## src/rtl/bp_update_ctrl.sv

```systemverilog
// Branch-predictor counter update sequencer: queues resolution events and performs a
// two-stage read-modify-write of 2-bit saturating counters with in-flight write forwarding.
module bp_update_ctrl #(
  parameter int PC_WIDTH = 32,
  parameter int DWIDTH   = 2,
  parameter int LINES    = 8,
  parameter int QDEPTH   = 4
) (
  input  logic                clk,
  input  logic                reset,
  input  logic                upd_valid,
  input  logic [PC_WIDTH-1:0] upd_pc,
  input  logic                upd_taken,
  output logic                upd_ready,
  input  logic                hold,
  output logic [PC_WIDTH-3:0] cache_ra,
  input  logic [DWIDTH-1:0]   cache_dout,
  input  logic                cache_hit,
  output logic [PC_WIDTH-3:0] cache_wa,
  output logic [DWIDTH-1:0]   cache_din,
  output logic                cache_we,
  output logic                busy
);
  localparam int AWIDTH     = PC_WIDTH - 2;
  localparam int INDEX_BITS = (LINES > 1) ? $clog2(LINES) : 1;
  localparam int PTR_W      = $clog2(QDEPTH);
  localparam int CNT_W      = PTR_W + 1;
  localparam logic [CNT_W-1:0]  FULL    = CNT_W'(QDEPTH);
  localparam logic [DWIDTH-1:0] CTR_MAX = '1;
  localparam logic [DWIDTH-1:0] WEAK_T  = DWIDTH'(1) << (DWIDTH - 1);
  localparam logic [DWIDTH-1:0] WEAK_NT = WEAK_T - DWIDTH'(1);

  function automatic logic [DWIDTH-1:0] next_ctr(input logic hit, input logic taken,
                                                 input logic [DWIDTH-1:0] c);
    logic [DWIDTH-1:0] r;
    if (!hit)
      r = taken ? WEAK_T : WEAK_NT;
    else if (taken)
      r = (c == CTR_MAX) ? c : c + DWIDTH'(1);
    else
      r = (c == '0) ? c : c - DWIDTH'(1);
    return r;
  endfunction

  logic [AWIDTH-1:0] r_addr_q  [QDEPTH];
  logic              r_taken_q [QDEPTH];
  logic [PTR_W-1:0]  r_wptr;
  logic [PTR_W-1:0]  r_rptr;
  logic [CNT_W-1:0]  r_count;
  logic              r_s2_vld;
  logic [AWIDTH-1:0] r_s2_addr;
  logic [DWIDTH-1:0] r_s2_din;

  logic              w_empty;
  logic              w_push;
  logic              w_pop;
  logic [AWIDTH-1:0] w_head_addr;
  logic              w_head_taken;
  logic              w_same_idx;
  logic              w_fwd;
  logic              w_hit;
  logic [DWIDTH-1:0] w_cur;
  logic [DWIDTH-1:0] w_new;
  logic              w_unused_pc_lo;

  assign w_unused_pc_lo = ^upd_pc[1:0];

  assign w_empty      = (r_count == '0);
  assign upd_ready    = !reset && (r_count != FULL);
  assign w_push       = upd_valid && upd_ready;
  assign w_pop        = !w_empty && !hold;
  assign w_head_addr  = r_addr_q[r_rptr];
  assign w_head_taken = r_taken_q[r_rptr];
  assign cache_ra     = w_empty ? '0 : w_head_addr;

  // A pending write to the same index replaces the line at the end of this cycle, so it
  // either supplies the counter (same address) or turns the lookup into a miss (alias).
  assign w_same_idx = r_s2_vld && (r_s2_addr[INDEX_BITS-1:0] == w_head_addr[INDEX_BITS-1:0]);
  assign w_fwd      = w_same_idx && (r_s2_addr == w_head_addr);
  assign w_hit      = w_fwd || (!w_same_idx && cache_hit);
  assign w_cur      = w_fwd ? r_s2_din : cache_dout;
  assign w_new      = next_ctr(w_hit, w_head_taken, w_cur);

  always_ff @(posedge clk) begin
    if (w_push) begin
      r_addr_q[r_wptr]  <= upd_pc[PC_WIDTH-1:2];
      r_taken_q[r_wptr] <= upd_taken;
    end
  end

  // S1 -> S2 boundary: head lookup result is registered as the write transaction
  always_ff @(posedge clk or posedge reset) begin
    if (reset) begin
      r_wptr    <= '0;
      r_rptr    <= '0;
      r_count   <= '0;
      r_s2_vld  <= 1'b0;
      r_s2_addr <= '0;
      r_s2_din  <= '0;
    end else begin
      if (w_push)
        r_wptr <= r_wptr + PTR_W'(1);
      if (w_pop)
        r_rptr <= r_rptr + PTR_W'(1);
      case ({w_push, w_pop})
        2'b10:   r_count <= r_count + CNT_W'(1);
        2'b01:   r_count <= r_count - CNT_W'(1);
        default: r_count <= r_count;
      endcase
      r_s2_vld <= w_pop;
      if (w_pop) begin
        r_s2_addr <= w_head_addr;
        r_s2_din  <= w_new;
      end
    end
  end

  assign cache_we  = r_s2_vld;
  assign cache_wa  = r_s2_addr;
  assign cache_din = r_s2_din;
  assign busy      = !w_empty || r_s2_vld;

endmodule

```

## config.mk

```make
export PLATFORM = sky130hd
export DESIGN_NAME = bp_update_ctrl
export DESIGN_NICKNAME = d
export VERILOG_FILES = /design/src/rtl/bp_update_ctrl.sv
export SDC_FILE = /design/constraint.sdc
export NUM_CORES = 1
export LEC_CHECK = 0
export CAP_MARGIN = 10
export CORE_ASPECT_RATIO = 2
export CORE_MARGIN = 2
export CORE_UTILIZATION = 35
export CTS_CLUSTER_DIAMETER = 150
export DETAILED_ROUTE_END_ITERATION = 10
export PLACE_DENSITY_LB_ADDON = 0.1
export SYNTH_ARGS = -nofsm -noshare
export SYNTH_HDL_FRONTEND = slang
export SYNTH_SLANG_ARGS = --single-unit
```

## constraint.sdc

```tcl
create_clock -name clk -period 7.8 [get_ports clk]
set_input_delay 0.78 -clock clk [delete_from_list [all_inputs] [get_ports clk]]
set_output_delay 0.78 -clock clk [all_outputs]
set_load 0.05 [all_outputs]
```

==> metrics.md, run 1 <==
| Metric | Value |
|---|---|
| Worst path max stage delay | a little over 800 ps |
| Vias in the first global route | 4958 |
| Leakage | 3.35 nW |
| Final Instance Area | a little over 9000 sq um |
| Post-synthesis register bit count | between 150 and 200 |
| Die width | between 100 and 150 um |
| Endpoints failing hold | 0 |
| Vias/cell | 5.10 |
| Worst endpoint required time | roughly 7000 ps |
| WP buf/inv | 2 |
| Core area | roughly 21000 sq um |
| Share of cells above drive strength 1 | 0.141 |
| Synth Warn # | 0 |
| Drt pass-1 iters | 4 |
| Post-layout power | roughly 4.5 mW |
| Post-synth EDFFs | ~120 |
| Fillcell total | 1935 |
| Clock Skew | roughly 7.0 ps |
| Startpoint Class | register |
| Pwr dens | 479 nW/um^2 |
| Largest net degree at the start of global routing | between 50 and 60 |
| # DRC | 0 |
| Most frequent cells in the layout | edfxtp_1 (124), clkdlybuf4s50_1 (102), nand2_1 (67) |
| Max Cap Viol | 0 |
| Avg Cell Area, Syn | 14.2 sq um |
| Slew HR | 0.503 |
| Period Utilization, post-route | 0.551 |
| Sequential power share | 0.293 |
| CP endpoint kind | output port |
| GP Congestion | 0.776 |
| Sink Count | between 150 and 200 |
| M1 GR Usage | 0.194 |
| M2 GR Usage | 0.336 |
| Die extent in y | about 210 um |
| GRT met3 Usage | 0.0414 |
| Initial antenna violation count | 1 |
| Fin cells | just over 900 |
| Placed insts | 877 |
| CP Class | register to output port |
| Top cells by area, synth | edfxtp_1 (50%), dfrtp_1 (13%), mux4_2 (7.6%), mux2i_1 (3.5%), nand2_1 (3.4%) |
| Clock share of power | 0.196 |
| CTS resizes | 0 |
| Syn Nets | between 500 and 600 |
| Post-synthesis instance total | approximately 520 |
| Dominant cell type by area after synthesis | edfxtp_1 |
| Internal power component | between 2 and 2.5 mW |
| Fin util | 0.447 |
| DR WL/cell | roughly 21 um |
| Placed instance area | ~8700 sq um |
| I/O Buffers | 102 |
| Status | finished, final reports clean |
| Max Clk Rate | roughly 230 MHz |
| Clock Latency Late Sink | around 430 ps |
| Slowest CP cell | dfrtp_2 |
| Setup TNS | 0 ps |
| Gr usage total | 0.180 |
| Post-DP HPWL | between 10000 and 15000 um |
| Worst vdd ir | between 0.2 and 0.25 mV |
| Worst-path clk slew | ~60 ps |
| Max Slew Vio Count | 0 |
| Switching Fraction | 0.444 |
| Most common cell after layout, fill and taps aside | edfxtp_1 |
| Worst Tran Pin Value | 746 ps |
| H-tree depth | 4 |
| Die area | 22500 sq um |
| Area Overhead vs Synth | 25.9% |
| Netlist cell types | 49 |
| Final WL | 19000 um |
| Ports | 105 |
| Min-Delay Path Class | register to register |
| Hold-fix buffer count after cts | 0 |
| CTS Root Cell | clkbuf_16 |
| CTS tree | built |
| Layout net count | 673 |
| Synth Flop Type | edfxtp_1 |
| Detail Route Antenna Nets | 0 |
| Post-synthesis cell area | 7420 sq um |
| Post-synthesis sequential area ratio | 0.636 |
| Unrepaired setup endpoints after global routing | no |
| Async S/R FF share, synth | 0.244 |
| Clock Path Buffers | 2 |
| Post CTS Setup Buffer Count | 0 |
| Global route hottest layer | met2 |
| Global-route wire length before repair | approximately 29000 um |
| Row count | 75 |
| Endpoints failing setup | 0 |
| WP data arrival | 3520 ps |
| Initial Util | 0.355 |
| Cts bufs inserted | 17 |
| Minimum clock period | roughly 4300 ps |
| DRT iter0 DRCs | ~180 |
| Crit-path cells | buf_4 > mux2_2 > o21ai_0 > nor2_1 > clkdlybuf4s50_1 |
| Setup slack, reg-to-reg | a little under 4000 ps |
| Critical path peak fanout | 41 |
| Logic pwr share | 0.512 |
| Sw Pwr | around 2 mW |
| GR Overflow Total | 0 |
| Synth top area share | 0.502 |
| Routed via count | 4645 |
| CP top delay family | buffers and inverters |
cell families after synthesis:
| logic type | after synthesis | synth area share |
|---|---|---|
| flops | 164 | 0.636 |
| simple gates | 136 | 0.0831 |
| mux | 72 | 0.143 |
| compound gates | 68 | 0.0612 |
| buf+inv | 43 | 0.0265 |
| xor+xnor | 32 | 0.0377 |
| fa+ha+maj | 7 | 0.0125 |
cell type report:
class	instances	area (sq um)	share of cell area
Clock buffer	18	429	0.0459
Inverter	18	67.6	0.00723
Timing Repair Buffer	111	1090	0.116
Sequential cell	164	4730	0.506
Tap cell	269	337	0.0360
Antenna cell	1	2.50	0.000268
Clock inverter	14	185	0.0198
Multi-Input combinational cell	315	2510	0.268
worst paths after layout:
| path | from | endpoint | depth (start not counted) |
|---|---|---|---|
| setup / recovery | r_rptr[1] | cache_ra[0] | 5 |
| hold / removal | r_count[2] | r_count[2] | 1 |
| setup reg to reg | r_rptr[0] | cache_din[0] | 8 |
| hold reg to reg | r_count[2] | r_count[2] | 1 |
| max in group asynchronous | reset | r_rptr[0] | 3 |
| min in group asynchronous | reset | r_count[0] | 2 |
power by group through the flow:
| stage | combinational, mW | clock, mW | sequential, mW |
|---|---|---|---|
| after global routing | 2.44 | 0.931 | 1.34 |
| after global placement | 2.29 | 0 | 1.32 |
| after detailed placement | 2.32 | 0 | 1.33 |
| after CTS | 2.33 | 0.897 | 1.31 |
| final | 2.29 | 0.877 | 1.31 |
| after floorplan | 1.38 | 0 | 1.53 |
sequential cells by signal, indices dropped and copies added (netlist names):
signal and cells:
r_rptr 2, cache_we 1, r_wptr 2, r_addr_q 120
r_count 3, cache_wa 30, cache_din 2, r_taken_q 4
per-stage QoR:
step           hold slack, ps  setup slack [ps]
3_3_place_gp              500              3980
5_1_grt                   545              3310
2_1_floorplan             464              4620
3_5_place_dp              512              3870
6_report                  517              3500
4_1_cts                   520              3470
layer usage:
metal	part of all wire	up-vias	wire length [um]
li1	-	2157	-
met1	0.37	2348	7110
met2	0.57	116	10800
met3	0.037	24	696
met4	0.024	0	450
met5	0	-	0
Yosys cell counts (all sizes together) (14+ instances only):
cell / count
edfxtp: 124
nand2: 67
dfrtp: 40
o21ai: 33
nor2: 32
mux2i: 26
xnor2: 26
mux4: 25
mux2: 21
inv: 17
buf: 14
No activity file was read; power rests on OpenSTA's default activity.
==> run 2, diff against run 1 <==
- clock period: 7.8 -> 3.65 ns (I/O delays scaled with it)
==> metrics.md, run 2 (same netlist as run 1, synthesis figures left out) <==
| Metric | Value |
|---|---|
| Status | finished, final reports clean |
| Clock Skew | 7.68 ps |
| Gr usage total | 0.176 |
| WP buf/inv | 3 |
| Pwr dens | roughly 1000 nW/um^2 |
| Worst path max stage delay | approximately 710 ps |
| Final worst setup slack | between 300 and 400 ps |
| Reg2Reg Launch Point | r_rptr[0] |
| CTS resizes | 0 |
| Layout net count | about 700 |
| CTS Root Cell | clkbuf_16 |
| Slew HR | 0.481 |
| Min-Delay Path Class | input port to asynchronous set/reset pin |
| Clock Path Buffers | 2 |
| Routed via count | about 4600 |
| Post-DP HPWL | between 10000 and 15000 um |
| DR WL/cell | 20.4 um |
| I/O Buffers | just over 100 |
| # DRC | 0 |
| Clock Latency Late Sink | 440 ps |
| Drt pass-1 iters | 4 |
| Cts bufs inserted | 17 |
| Post-layout power | ~9.6 mW |
| Startpoint Class | register |
| Setup TNS | 0 ps |
| Setup WS pre-CTS | just under 500 ps |
| Most frequent cells in the layout | edfxtp_1 (124), clkdlybuf4s50_1 (102), nand2_1 (67) |
| Unrepaired setup endpoints after global routing | no |
| Row count | between 70 and 80 |
| Endpoints failing setup | 0 |
| Placed instance area | between 8000 and 9000 sq um |
| Fillcell total | 1861 |
| CP endpoint kind | output port |
| Period Utilization, post-route | 0.905 |
| Global-route wire length before repair | ~29000 um |
| H-tree depth | 4 |
| Sink Count | between 150 and 200 |
| Minimum clock period | about 3300 ps |
| Detail Route Antenna Nets | 0 |
| Worst vdd ir | about 0.54 mV |
| Critical path peak fanout | 28 |
| Worst endpoint required time | approximately 3300 ps |
| WP data arrival | between 2000 and 3000 ps |
| Ports | 105 |
| Worst Tran Pin Value | 774 ps |
| R2R depth | 8 |
| Max reg flops | 120 |
| Max Clk Rate | ~300 MHz |
| Post CTS Setup Buffer Count | 0 |
| Setup slack, reg-to-reg | roughly 500 ps |
| Share of cells above drive strength 1 | 0.158 |
| Worst-path clk slew | about 60 ps |
| Most common cell after layout, fill and taps aside | edfxtp_1 |
| Max Slew Vio Count | 0 |
| Reg-to-reg endpoint | cache_din[0] |
| Final Instance Area | between 9000 and 10000 sq um |
| Crit-path cells | buf_12 > buf_4 > mux2_2 > o21ai_0 > nor2_1 > clkdlybuf4s50_1 |
| CTS tree | built |
| Initial Util | 0.355 |
| Slowest CP cell | clkdlybuf4s50_1 |
| Die width | around 110 um |
| Max Cap Viol | 0 |
| GP Congestion | roughly 0.8 |
| Leakage | around 3.4 nW |
| Endpoints failing hold | 0 |
| GR Overflow Total | 0 |
| CP Class | register to output port |
| Final WL | approximately 19000 um |
| DRT iter0 DRCs | 140 |
| Initial antenna violation count | 1 |
| CP top delay family | buffers and inverters |
| Vias/cell | 5.05 |
| Core area | ~21000 sq um |
| Area Overhead vs Synth | 27.4% |
| Largest net degree at the start of global routing | 54 |
| Die area | around 22000 sq um |
| Worst Hold Slack | ~290 ps |
| Most flops, register | r_addr_q |
| Vias in the first global route | 5133 |
| Hold-fix buffer count after cts | 0 |
| Die extent in y | 210 um |
==> run 2: changes by cell type in the layout (fill, tap and decap cells not counted), sizes merged <==
| cell | previous run | this run |
|---|---|---|
| clkinvlp | 2 | 5 |
| clkbuf | 18 | 20 |
| clkinv | 9 | 5 |
| buf | 9 | 20 |
| bufinv | 4 | 3 |
==> run 2: layout make-up <==
class / count / area [sq um] / share of cell area
flip-flops and latches: 164 / 4730 / 0.500
multi-input cells: 315 / 2510 / 0.265
repair buffers: 122 / 1220 / 0.129
clock buffers: 20 / 447 / 0.0472
well taps: 269 / 337 / 0.0356
clock inverters: 12 / 154 / 0.0163
inverters: 18 / 67.6 / 0.00714
diodes: 1 / 2.50 / 0.000265
==> run 2: per-stage QoR <==
stage	std cells	util
finish	921	0.452
floorplan	522	-
CTS	919	0.451
global route	921	0.452
global placement	887	0.422
detailed placement	887	0.422
==> run 2: worst max path at each step <==
stage	from	endpoint	slack, ps	cells after the start
6_report	r_rptr[1]	cache_ra[21]	350	6
5_1_grt	r_rptr[1]	cache_ra[21]	210	6
4_1_cts	r_rptr[1]	cache_ra[21]	250	6
2_1_floorplan	r_count[1]	r_addr_q[0][0]	880	3
3_5_place_dp	r_rptr[0]	cache_din[0]	490	8
3_3_place_gp	r_rptr[0]	cache_din[0]	520	8
==> run 2: per-layer routing <==
layer / vias up / routed length [um] / GRT usage / share of wire
li1: 2176 / - / - / -
met1: 2337 / 6840 / 0.181 / 0.36
met2: 108 / 10800 / 0.333 / 0.57
met3: 28 / 641 / 0.0390 / 0.034
met4: 0 / 514 / 0.0788 / 0.027
met5: - / 0 / 0 / 0
==> run 2: power breakdown <==
group          internal [mW]  total, mW  switching (mW)
Clock                   1.09       1.82           0.725
Combinational           1.87       5.04            3.17
Sequential              2.39       2.75           0.353
==> run 3, diff against run 2 <==
- CTS_CLUSTER_SIZE: unset -> 25
==> results of run 3 <==
The final DEF is identical to that of run 2; final timing and power are the same.
